==> config.mk <==
export PLATFORM = sky130hd
export DESIGN_NAME = aig_seq_eval
export DESIGN_NICKNAME = d
export VERILOG_FILES = /design/src/rtl/aig_seq_eval.sv
export SDC_FILE = /design/constraint.sdc
export NUM_CORES = 1
export LEC_CHECK = 0
export CAP_MARGIN = 0
export CORE_ASPECT_RATIO = 2
export CORE_MARGIN = 8
export CORE_UTILIZATION = 60
export CTS_CLUSTER_SIZE = 8
export DETAILED_ROUTE_END_ITERATION = 8
export PLACE_DENSITY_LB_ADDON = 0.12
export SYNTH_ARGS = -nofsm -noshare
export SYNTH_HDL_FRONTEND = slang
export SYNTH_SLANG_ARGS = --single-unit
export TNS_END_PERCENT = 1
==> constraint.sdc <==
create_clock -name clk -period 4.6 [get_ports clk]
set_clock_uncertainty 0.1 [all_clocks]
set_input_delay 0.46 -clock clk [delete_from_list [all_inputs] [get_ports clk]]
set_output_delay 0.46 -clock clk [all_outputs]
set_load 0.01 [all_outputs]
==> src/rtl/aig_seq_eval.sv <==
// Sequential AND-inverter graph evaluator: one node per cycle over a programmable node table,
// producing either a single output bit or the complete truth table of the output literal.
module aig_seq_eval #(
  parameter int unsigned NUM_INPUTS = 4,
  parameter int unsigned MAX_NODES  = 16,
  localparam int unsigned IDX_W = $clog2(1 + NUM_INPUTS + MAX_NODES),
  localparam int unsigned LIT_W = IDX_W + 1,
  localparam int unsigned ADR_W = $clog2(MAX_NODES),
  localparam int unsigned NN_W  = ADR_W + 1,
  localparam int unsigned TT_W  = 2 ** NUM_INPUTS
) (
  input  logic                  clk,
  input  logic                  rst_n,
  input  logic                  cfg_we,
  input  logic [ADR_W-1:0]      cfg_addr,
  input  logic [LIT_W-1:0]      cfg_lit0,
  input  logic [LIT_W-1:0]      cfg_lit1,
  input  logic [NN_W-1:0]       cfg_num_nodes,
  input  logic [LIT_W-1:0]      cfg_out_lit,
  input  logic                  in_valid,
  output logic                  in_ready,
  input  logic [NUM_INPUTS-1:0] in_x,
  input  logic                  in_tt_mode,
  output logic                  out_valid,
  input  logic                  out_ready,
  output logic                  out_y,
  output logic [TT_W-1:0]       out_tt,
  output logic                  busy,
  output logic                  err
);

  localparam int unsigned VEC_W = 2 ** IDX_W;
  localparam int unsigned LIM_W = IDX_W + 1;

  typedef enum logic [1:0] {S_IDLE, S_EVAL, S_RESOLVE, S_DONE} state_t;

  state_t                state;
  logic [LIT_W-1:0]      lit0_tab [MAX_NODES];
  logic [LIT_W-1:0]      lit1_tab [MAX_NODES];
  logic [MAX_NODES-1:0]  node_val;
  logic [NUM_INPUTS-1:0] x_q;
  logic [ADR_W-1:0]      ptr;
  logic [NN_W-1:0]       num_nodes_q;
  logic [LIT_W-1:0]      out_lit_q;
  logic                  tt_mode_q;

  logic [VEC_W-1:0]      val_vec;
  logic [LIM_W-1:0]      eval_lim;
  logic [LIM_W-1:0]      out_lim;
  logic [1:0]            fan0;
  logic [1:0]            fan1;
  logic [1:0]            outr;
  logic [NN_W-1:0]       req_nn;
  logic                  req_clamp;
  logic                  last_node;

  // Returns {illegal, value}; indices at or beyond the limit read as 0 before complement.
  function automatic logic [1:0] read_lit(input logic [LIT_W-1:0] lit,
                                          input logic [LIM_W-1:0] limit,
                                          input logic [VEC_W-1:0] vals);
    logic [IDX_W-1:0] idx;
    logic             legal;
    logic             v;
    idx   = lit[LIT_W-1:1];
    legal = LIM_W'(idx) < limit;
    v     = legal ? vals[idx] : 1'b0;
    return {~legal, v ^ lit[0]};
  endfunction

  // Value vector indexed by literal index: const 0, primary inputs, then node results.
  always_comb begin
    val_vec   = VEC_W'({node_val, x_q, 1'b0});
    eval_lim  = LIM_W'(NUM_INPUTS + 1) + LIM_W'(ptr);
    out_lim   = LIM_W'(NUM_INPUTS + 1) + LIM_W'(num_nodes_q);
    fan0      = read_lit(lit0_tab[ptr], eval_lim, val_vec);
    fan1      = read_lit(lit1_tab[ptr], eval_lim, val_vec);
    outr      = read_lit(out_lit_q, out_lim, val_vec);
    req_clamp = cfg_num_nodes > NN_W'(MAX_NODES);
    req_nn    = req_clamp ? NN_W'(MAX_NODES) : cfg_num_nodes;
    last_node = NN_W'(ptr) == (num_nodes_q - NN_W'(1));
  end

  always_ff @(posedge clk or negedge rst_n) begin
    if (!rst_n) begin
      state       <= S_IDLE;
      in_ready    <= 1'b1;
      out_valid   <= 1'b0;
      out_y       <= 1'b0;
      out_tt      <= '0;
      busy        <= 1'b0;
      err         <= 1'b0;
      node_val    <= '0;
      x_q         <= '0;
      ptr         <= '0;
      num_nodes_q <= '0;
      out_lit_q   <= '0;
      tt_mode_q   <= 1'b0;
      for (int i = 0; i < int'(MAX_NODES); i++) begin
        lit0_tab[i] <= '0;
        lit1_tab[i] <= '0;
      end
    end else begin
      if (cfg_we && state == S_IDLE) begin
        lit0_tab[cfg_addr] <= cfg_lit0;
        lit1_tab[cfg_addr] <= cfg_lit1;
      end
      case (state)
        S_IDLE: begin
          if (in_valid && in_ready) begin
            num_nodes_q <= req_nn;
            out_lit_q   <= cfg_out_lit;
            tt_mode_q   <= in_tt_mode;
            err         <= req_clamp;
            x_q         <= in_tt_mode ? '0 : in_x;
            ptr         <= '0;
            in_ready    <= 1'b0;
            busy        <= 1'b1;
            state       <= (req_nn == '0) ? S_RESOLVE : S_EVAL;
          end
        end
        S_EVAL: begin
          node_val[ptr] <= fan0[0] & fan1[0];
          if (fan0[1] || fan1[1]) err <= 1'b1;
          if (last_node) state <= S_RESOLVE;
          else           ptr   <= ptr + ADR_W'(1);
        end
        S_RESOLVE: begin
          if (outr[1]) err <= 1'b1;
          if (!tt_mode_q) begin
            out_y     <= outr[0];
            out_valid <= 1'b1;
            state     <= S_DONE;
          end else begin
            out_tt[x_q] <= outr[0];
            if (&x_q) begin
              out_valid <= 1'b1;
              state     <= S_DONE;
            end else begin
              x_q   <= x_q + NUM_INPUTS'(1);
              ptr   <= '0;
              state <= (num_nodes_q == '0) ? S_RESOLVE : S_EVAL;
            end
          end
        end
        S_DONE: begin
          if (out_ready) begin
            out_valid <= 1'b0;
            busy      <= 1'b0;
            in_ready  <= 1'b1;
            state     <= S_IDLE;
          end
        end
        default: state <= S_IDLE;
      endcase
    end
  end

endmodule
# Word-level counts from Yosys, hierarchy flattened
# Index checks and enable logic that the tools add are counted.
# word_totals
in_bits	37
reg_bits	251
word_cells	166
# classes
magnitude_cmp	14
bitwise	9
add_sub_neg	5
mux	57
n_eq_ne	13
reduce_logical	23
# op_table
operator	count
96-bit bitwise mux	2
6-bit binary-select mux with 4-bit select	2
16-bit bitwise mux	2
4-bit 2-to-1 mux	8
6-bit 2-to-1 mux	5
6-bit demux with 4-bit select	1
5-bit by 6-bit < comparator with 1-bit output (second input constant)	3
1-bit 2-to-1 mux	17
1-bit binary-select mux with 5-bit select	3
2-bit 2-to-1 mux	7
2-bit != test (second input constant)	7
4-bit one-hot mux with 3 select lines	1
4-bit AND reduction	3
5-bit greater-or-equal comparator (second input constant)	2
5-bit zero test	2
4-bit by 5-bit < comparator with 1-bit output (second input constant)	2
5-bit < comparator	2
4-bit inverter with 5-bit output	2
3-bit AND reduction	3
4-bit by 1-bit adder with 4-bit output (second input constant)	2
1-bit demux with 4-bit select	2
4-bit by 1-bit greater-or-equal comparator with 1-bit output (second input constant)	2
2-bit one-hot mux with 4 select lines	1
4-bit one-hot mux with 2 select lines	1
other kinds (24)	39

# Longest topological paths before layout
# logic_depth
ltp_word	10
mapped_depth	17
mapped_depth_nobuf	14

# Worst setup path before layout
# Ideal clock, no wire load.
# synth_path
kind	flip-flop to flip-flop
startpoint	reg ptr[1]
endpoint	reg node_val[10]
n_path_buf	5
synth_period_minus_slack_ns	3.644
arrival_ns	3.449
slack_ns	0.956
path_stages_with_launch	18
setup_ns	0.095
cell_sequence	dfrtp_1 -> buf_6 -> buf_2 -> buf_2 -> buf_1 -> inv_1 -> ha_1 -> inv_1 -> ha_1 -> nor3_1 -> a221oi_1 -> a221oi_1 -> o221ai_1 -> a21oi_1 -> o31ai_2 -> xor2_2 -> buf_6 -> o31ai_1
# synth_via
elab_chain_cells	10
word_cells_on_any_way	25
# synth_lines
element	line_no	source
from (decl)	42	logic [ADR_W-1:0] ptr;
from (signal assigned)	125	else ptr <= ptr + ADR_W'(1);
4-bit inverter with 5-bit output (implied by the code)	75, 76	
6-bit binary-select mux with 4-bit select (on tied branches)	75, 76	
6-bit 2-to-1 mux (on tied branches) (2 in a row)	75, 76	
1-bit binary-select mux with 5-bit select	66	v = legal ? vals[idx] : 1'b0;
1-bit 2-to-1 mux (implied by the code)	66	
1-bit 2-to-1 mux	66	
1-bit bitwise XOR	67	return {~legal, v ^ lit[0]};
1-bit bitwise AND	122	node_val[ptr] <= fan0[0] & fan1[0];
16-bit bitwise mux (*)	122	
to (signal, indexed assignment)	122	
to (decl)	40	logic [MAX_NODES-1:0] node_val;
# Mark *: on every way between the ends. The rest lies on a longest branch, timed or not. The select of a mux whose other input is x is not followed.
# A chain may end at the register's enable or synchronous reset.

# Worst setup path in the final report
# layout_path
startpoint	reg ptr[1]
endpoint	reg node_val[9]
# The elaborated chain is that of the path after synthesis.

==> results.toml <==
[sta]
min_period_ns = 4.35
worst_pin_slew_ns = 1.11
fin_crit_sh_pct = 94.6
maxSlewViolCount = 0
rsz0062_at_grt = "no"
hold_viol_final = 0
slew_headroom_pct = 25.7
setup_viol = 0
tns_ns = 0
fmax_ghz = 0.230

[power]
pwr_density_cell_mw_per_mm2 = 667
leakage_nw = 6.58
ir_drop_uv = 383
total_power_mw = 9.88

[routing]
top_layer = "met4"
wl_met3_um = 1720
postRouteAntennaNets = 0
avgRoutedWirePerCell_um = 23.5
drtIter0Drc = 615
wl_met2_um = 16000
viasPerCell = 6.33
firstDrtPassIters = 5
vias = 8589
routed_wl_um = 31900
m1WireLength_um = 13200
route.detailed.drc = 0

[clock_tree]
root_buffer = "clkbuf_16"
clk_latency_ns = 0.53
cts_tree = "yes"
numCtsBuffers = 37
h-tree-depth = 2
clockBufferDepth = 3
clk_pin_slew_ns = 0.05
cts.sinks = 251

[die]
fp.dieH_um = 223
fp.dieW_um = 120
die_area_mm2 = 0.0267
rows = 76
core_mm2 = 0.0213
start_util_pct = 60.4
ios = 58

[yosys]
synth_warnings = 0
syn_area_per_cell_um2 = 12.7
synth_ff_type = "dfrtp_1"
synth_fa_ha_area_share_pct = 2.34
syn-cell-area_mm2 = 0.0129
synth_xor_area_share_pct = 0.876
synthMuxAreaShare_pct = 30.7
synth_seq_area_share_pct = 48.9
ys_types = 67
synth_compound_area_share_pct = 6.65
synth.net_count = 1073
async_flop_share_pct = 100
synth_seq_cells = 251
synth_edf_count = 0
syn_inst = 1012
synth_top_family_by_area = "multiplexers"
synth-simple-area-share_pct = 7.42

[critical_path]
critPathRequiredTime_ns = 4.87
crit_top_cell = "a221oi_1"
worstPathArrival_ns = 4.62
critPathLaunchType = "register"
cp_top_family = "compound AO/OA/AOI/OAI gates"
cp_num_buf_inv = 1
crit_fanout = 16
crit_slowest_cell = "dfrtp_2"
crit_path_end_kind = "register"
crit_chain = "buf_4 -> mux4_2 -> nand2_1 -> a31oi_2 -> ha_1 -> nor3_1 -> a221oi_1 -> a221oi_1 -> o221ai_1 -> a21oi_1 -> o31ai_2 -> xor2_4 -> o31ai_1"
cp-startpoint = "ptr[1]$_DFFE_PN0P_"
slowest_delay_ns = 0.73
crit_type = "reg -> reg"
r2r_start = "ptr[1]$_DFFE_PN0P_"

[placed_design]
dpl_cell_area_mm2 = 0.0137
portBuffers = 57
routabilityCongestion = 0.952
place_hpwl_um = 20500

[global_routing]
grt_pass1_vias = 9080
grt-ovfl-total = 0
grt_pass1_wl_um = 51100
grt_usage_pct = 24.5
grt_max_degree = 105
antenna_found_initial = 0

[finish]
design_area_mm2 = 0.0148
register_area_mm2 = 0.00629
nets = 1137
drive_gt1_share_pct = 33.6
fill_cells = 1538
finalCoreUtilization_pct = 69.5
area_delta_synth_final_pct = 15.1
insertedDiodeCount = 0
multi_input_area_mm2 = 0.00621

[outcome]
status = "finished clean"

[run]
drv_cap = 0

[hold_path]
min_from = "lit1_tab[87]$_DFFE_PN0P_"
hp-class = "reg -> reg"
## what timing repair did
| item | 4_1_cts | 5_1_grt |
|---|---|---|
| setup endpoints to repair | 0 | 16 |
| hold endpoints to repair | 101 | 0 |
| hold buffers | 1 | 0 |
| setup buffers | 0 | 1 |
| gates resized for setup | 0 | 2 |
## where the power goes
group	switching [mW]	internal (mW)	total, mW
logic	1.78	1.92	3.70
registers	0.640	3.12	3.76
clock network	0.962	1.45	2.41
## cell usage after synthesis, drive strengths merged (3+ instances only)
library cell / instances / area share [%]
dfrtp: 250 / 49
mux2: 223 / 20
nand2: 90 / 2.6
nor2: 57 / 1.7
mux4: 50 / 8.8
clkbuf: 40 / 1.2
mux2i: 29 / 2.3
o21ai: 27 / 1.1
ha: 24 / 2.3
inv: 24 / 0.70
a21oi: 23 / 0.98
buf: 22 / 1.3
o31ai: 19 / 1.2
nand3: 17 / 0.66
nand2b: 12 / 0.58
nor3: 11 / 0.43
xor2: 9 / 0.67
a22o: 8 / 0.54
a22oi: 8 / 0.47
a31oi: 5 / 0.29
o211ai: 5 / 0.33
o21a: 5 / 0.29
and3: 4 / 0.19
o22ai: 4 / 0.19
or4: 4 / 0.23
nand3b: 3 / 0.18
nand4: 3 / 0.15
xnor2: 3 / 0.20
## cells by family after synthesis
kind of cell             after synthesis
flip-flops                           251
AO/OA/AOI/OAI                        122
buffers and inverters                 87
XOR/XNOR                              12
adder cells (fa/ha/maj)               24
AND/OR/NAND/NOR                      214
multiplexers                         302
## stage by stage
step	worst slack, ns	cells	hold slack, ns
4_1_cts	0.0822	1355	0.398
6_report	0.248	1356	0.396
3_3_place_gp	0.300	1308	0.380
3_5_place_dp	0.0912	1308	0.387
5_1_grt	0.0536	1356	0.410
2_1_floorplan	0.956	1012	0.0644
## path summary, 6_finish.rpt
path | to | slack (ns) | cells after the start
worst max register to register | node_val[9]$_DFFE_PN0P_ | 0.25 | 13
worst max-delay path | node_val[9]$_DFFE_PN0P_ | 0.25 | 13
worst min register to register | lit1_tab[87]$_DFFE_PN0P_ | 0.40 | 1
max in group asynchronous | lit1_tab[3]$_DFFE_PN0P_ | 2.83 | 3
min in group asynchronous | lit1_tab[45]$_DFFE_PN0P_ | 0.43 | 2
worst min-delay path | lit1_tab[87]$_DFFE_PN0P_ | 0.40 | 1
## placed cells by master, fill, tap and decap left out, types with 10 or more instances in the layout
master / instances
mux2i_1: 28
a21oi_1: 22
buf_4: 26
inv_1: 21
nor3_1: 10
clkbuf_16: 37
ha_1: 24
nand3_1: 17
mux4_2: 47
mux2_2: 222
nor2_1: 54
dfrtp_1: 248
clkdlybuf4s50_1: 56
nand2_1: 89
o21ai_0: 23
o31ai_1: 17
nand2b_1: 12
## sequential cells by signal (all words and copies together) (netlist names), 2 cells and up
signal,count
node_val,16
out_tt,16
lit0_tab,96
num_nodes_q,5
out_lit_q,6
lit1_tab,96
ptr,4
state,2
x_q,4
## per-layer routing
metal	track usage, %	vias up
met1	32.2	4403
met2	39.7	281
met3	3.52	72
met4	10.6	0
met5	0	-
li1	-	3833
## cell type report
| type | count | share of cell area [%] |
|---|---|---|
| inverter | 25 | 0.634 |
| clock inverter | 4 | 0.499 |
| tap | 273 | 2.31 |
| clock buffer | 42 | 6.38 |
| sequential | 251 | 42.5 |
| multi-input combinational | 674 | 42.0 |
| timing repair buffer | 87 | 5.73 |
No activity file was read; power rests on OpenSTA's default activity.
